[src/rtl/fifo_fwft_read_stage.sv]
// First-word-fall-through read stage: pops the FIFO against r_empty, captures the
// registered memory read data and presents it through a head+skid valid/ready buffer.
module fifo_fwft_read_stage #(
  parameter int unsigned DATA_WIDTH = 8
) (
  input  logic                  r_clk,
  input  logic                  r_rst_n,
  input  logic                  r_empty,
  output logic                  r_en,
  input  logic [DATA_WIDTH-1:0] mem_rdata,
  output logic [DATA_WIDTH-1:0] out_data,
  output logic                  out_valid,
  input  logic                  out_ready,
  output logic [1:0]            stage_cnt
);

  localparam int unsigned CNT_W = 2;
  localparam int unsigned CMP_W = CNT_W + 1;

  logic [DATA_WIDTH-1:0] r_head;
  logic [DATA_WIDTH-1:0] r_skid;
  logic                  r_head_vld;
  logic                  r_skid_vld;
  logic                  r_inflight;

  logic [DATA_WIDTH-1:0] w_head_nxt;
  logic [DATA_WIDTH-1:0] w_skid_nxt;
  logic                  w_head_vld_nxt;
  logic                  w_skid_vld_nxt;
  logic [CNT_W-1:0]      w_cnt;
  logic                  w_fire;
  logic                  w_pop;

  // Words owned by the stage: buffered plus the one still in the memory read port.
  assign w_cnt  = CNT_W'(r_head_vld) + CNT_W'(r_skid_vld) + CNT_W'(r_inflight);
  assign w_fire = r_head_vld & out_ready;

  // Slot freed by this cycle's fire can be refilled by a pop issued in the same cycle.
  assign r_en  = r_rst_n & ((CMP_W'(w_cnt) - CMP_W'(w_fire)) < CMP_W'(2));
  assign w_pop = r_en & ~r_empty;

  assign out_data  = r_head;
  assign out_valid = r_head_vld;
  assign stage_cnt = w_cnt;

  // Head/skid update; an arrival is the word popped at the previous edge.
  always_comb begin
    w_head_nxt     = r_head;
    w_skid_nxt     = r_skid;
    w_head_vld_nxt = r_head_vld;
    w_skid_vld_nxt = r_skid_vld;
    if (r_inflight) begin
      if (!r_head_vld) begin
        w_head_nxt     = mem_rdata;
        w_head_vld_nxt = 1'b1;
      end else if (w_fire) begin
        if (r_skid_vld) begin
          w_head_nxt = r_skid;
          w_skid_nxt = mem_rdata;
        end else begin
          w_head_nxt = mem_rdata;
        end
      end else begin
        w_skid_nxt     = mem_rdata;
        w_skid_vld_nxt = 1'b1;
      end
    end else if (w_fire) begin
      if (r_skid_vld) begin
        w_head_nxt     = r_skid;
        w_skid_vld_nxt = 1'b0;
      end else begin
        w_head_vld_nxt = 1'b0;
      end
    end
  end

  always_ff @(posedge r_clk or negedge r_rst_n) begin
    if (!r_rst_n) begin
      r_head     <= '0;
      r_skid     <= '0;
      r_head_vld <= 1'b0;
      r_skid_vld <= 1'b0;
      r_inflight <= 1'b0;
    end else begin
      r_head     <= w_head_nxt;
      r_skid     <= w_skid_nxt;
      r_head_vld <= w_head_vld_nxt;
      r_skid_vld <= w_skid_vld_nxt;
      r_inflight <= w_pop;
    end
  end

endmodule
[config.mk]
export PLATFORM = sky130hd
export DESIGN_NAME = fifo_fwft_read_stage
export DESIGN_NICKNAME = d
export VERILOG_FILES = /design/src/rtl/fifo_fwft_read_stage.sv
export SDC_FILE = /design/constraint.sdc
export NUM_CORES = 1
export LEC_CHECK = 0
export BUFFER_PORTS_ARGS = -buffer_cell sky130_fd_sc_hd__buf_2
export CORE_MARGIN = 8
export CORE_UTILIZATION = 49
export CTS_CLUSTER_SIZE = 10
export DETAILED_ROUTE_END_ITERATION = 16
export GPL_ROUTABILITY_DRIVEN = 0
export PLACE_DENSITY = 0.85
export SETUP_SLACK_MARGIN = 0.15
export SYNTH_ARGS = -nofsm -noshare
export SYNTH_HDL_FRONTEND = slang
export SYNTH_SLANG_ARGS = --single-unit
[constraint.sdc]
create_clock -name r_clk -period 3.75 [get_ports r_clk]
set_input_delay 0.375 -clock r_clk [delete_from_list [all_inputs] [get_ports r_clk]]
set_output_delay 0.375 -clock r_clk [all_outputs]
set_load 0.01 [all_outputs]
==> out/qor.txt <==
EDFF count, synth: 0
Status: complete, but fails checks
Most common cell in the netlist: mux2_2
Clock power share: 0.113
Inserted Clock Buffers: 3
Clock Path Buffers: 2
Placed Area: 1040 µm²
Min cycle time layout: 2.42 ns
Crit share post-route: 0.644
Post_cts resized: 0
Footprint of the multi-input gates: 407 µm²
PwrDens: 844 nW/µm²
Critical path fanouts, max: 10
Synth area leader: dfrtp_1
Filler cells: 155
Synth Warn #: 0
Cell Int Power: 0.000571 W
Maximum VDD drop: 0.422 mV
Chip height: 58.9 µm
Critical-path cell list: fa_1 > nand3b_1 > xor2_1 > and2_1 > buf_2
Worst reg2reg path depth: 4
Critical path arrival: 2.04 ns
Total I/O pin count: 24
Setup TNS: 0 ns
Switching power total: 0.000329 W
TritonRoute pass-1 iters: 1
Fraction of layout cells with a size suffix above 1: 0.614
Post-CTS Setup Bufs: 0
Hold Buf Count CTS: 0
Layout area overhead: 18.5%
# setup viols final: 0
ANT cells: 0
Synthesized area per cell: 14.5 µm²
Top FF cell, synth: dfrtp_1
Syn nets: 76
Core Area: 1730 µm²
CTS H-tree lvls: 1
Slew HR: 0.675
Static leakage: 0.508 nW
Worst skew pair latency: 0.29 ns
Cell family with most CP delay: flip-flops
Asr flop ratio synth: 1.00
CTS root buf: clkbuf_4
Slew @ Worst Pin: 0.486 ns
Fmax: 414 MHz
Max incr delay on CP: 0.62 ns
Initial Util: 0.522
Drt wl/cell: 15.0 µm
Worst Path Buf+Inv: 1
Largest net degree at the start of global routing: 22
Iteration-0 DRC Markers: 0
Die X: 58.9 µm
Crit path required time: 3.38 ns
Clock Pin Slew Worst Setup and Hold Paths: 0.11 ns
Critical path startpoint category: flip-flop
# clock sinks: 19
Hold Crit Class: in -> async
Clk_skew: 0.00539 ns
Reg power frac: 0.430
Xor/xnor share of the synthesized area: 0.00972
Global-route wire length before repair: 2.86 mm
Complex-gate fraction of the synthesized area: 0.0611
GRT Overall Usage: 0.107
#FFs+latches synth: 19
Post-Synth Simple-Gate Area: 0.0444
Worst hold slack: -0.00584 ns
Vias in the first global route: 662
Design Area, Final: 1070 µm²
Gr ovfl total: 0
Register area share after synthesis: 0.528
Area share of the largest cell type after synthesis: 0.528
Largest family of logic cells by synthesized area: multiplexers
FF+latch area: 475 µm²
Unique masters post-synth: 17
Vias post-DR: 578
Post-synth top cells: mux2_2 (24), dfrtp_1 (19), inv_1 (3), a21oi_1 (2), o21ai_0 (2)
MaxCap Viol Count: 0
TritonCTS clock tree: built
Sw frac: 0.366
Adder-cell area share of the yosys netlist: 0.0361
Number of remaining DRC errors: 0
Syn Inst Count: 62
Unrepaired setup endpoints after global routing: no
Die area: 3470 µm²
Levels on crit path: 5
Post-synthesis mux area share: 0.300
Count of final hold-check violations: 11
Core Rows: 15
Final net count: 103
Crit Path Category: reg -> out
Routed WL: 1.70 mm
CP max-delay cell: dfrtp_1
Hpwl dp: 1.32 mm
Slew Limit Fails: 0
Post-route ant nets: 0
I/O Buffers: 23
Synth area leaders: dfrtp_1 (53%), mux2_2 (30%), fa_1 (2.2%)
Antenna violations before repair: 0
Failing checks: negative hold slack
Mapped Area: 901 µm²
Routed vias/inst: 5.12
Comb power frac: 0.457
CP Capture Type: primary output
logic make-up (layout without fill, tap and decap cells):
family | Yosys count | in the layout
compound gates | 7 | 7
simple gates | 5 | 5
buf+inv | 4 | 30
fa+ha+maj | 2 | 2
mux | 24 | 24
xor+xnor | 1 | 1
flops | 19 | 19
metrics by stage:
stage          utilization  instances  total power (W)  setup WS (ns)
4_1_cts              0.618        113         0.000909           1.32
2_1_floorplan            -         62         0.000674           1.87
6_report             0.618        113         0.000901           1.33
3_5_place_dp         0.602        109         0.000811           1.65
5_1_grt              0.618        113         0.000964           1.20
3_3_place_gp         0.602        109         0.000780           1.71
cell type report:
| class | instances | area share |
|---|---|---|
| inverter | 3 | 0.0106 |
| timing repair buffer | 23 | 0.108 |
| clock inverter | 1 | 0.00469 |
| sequential | 19 | 0.445 |
| clock buffer | 3 | 0.0211 |
| multi-input combinational | 39 | 0.381 |
| tap | 25 | 0.0293 |
flip-flops by register name, summed over array words and instances (netlist names):
| name | flops |
|---|---|
| r_skid | 8 |
| out_data | 8 |
| r_skid_vld | 1 |
| r_inflight | 1 |
| out_valid | 1 |
worst paths after layout:
path	endpoint	slack (ns)	start
setup reg to reg	r_inflight	2.03	out_valid
hold reg to reg	out_data[7]	0.51	out_data[7]
max in group asynchronous	r_inflight	3.46	r_rst_n
setup / recovery	r_en	1.33	out_valid
hold / removal	r_skid[2]	-0.006	r_rst_n
min in group r_clk	r_skid[5]	0.32	mem_rdata[5]
routing by layer:
metal	up-vias	wire [µm]	track usage
met2	14	864	0.178
met3	2	73	0.0239
met5	-	0	0
met4	0	11	0.0580
li1	270	-	-
met1	292	745	0.124
cells in the final DEF (no fill, tap or decap):
| cell | Yosys | final |
|---|---|---|
| buf_2 | 0 | 23 |
| nand2_4 | 1 | 1 |
| nand2b_1 | 1 | 1 |
| a31oi_1 | 1 | 1 |
| mux2_2 | 24 | 24 |
| a21oi_4 | 1 | 1 |
| fa_1 | 1 | 1 |
| ha_1 | 1 | 1 |
| clkbuf_4 | 0 | 3 |
| clkinv_2 | 0 | 1 |
| and3b_1 | 1 | 1 |
| o21ai_0 | 2 | 2 |
| and2_1 | 1 | 1 |
| o211ai_2 | 1 | 1 |
| nand3b_1 | 1 | 1 |
| inv_1 | 3 | 3 |
| xor2_1 | 1 | 1 |
| dfrtp_1 | 19 | 19 |
| a21oi_1 | 2 | 2 |
power groups by stage:
stage	registers, W	logic, W	clock network (W)
6_report	0.000387	0.000412	0.000102
5_1_grt	0.000403	0.000451	0.000110
4_1_cts	0.000388	0.000420	0.000101
3_5_place_dp	0.000393	0.000418	0
3_3_place_gp	0.000381	0.000399	0
2_1_floorplan	0.000391	0.000283	0
No activity file was read; power rests on OpenSTA's default activity.
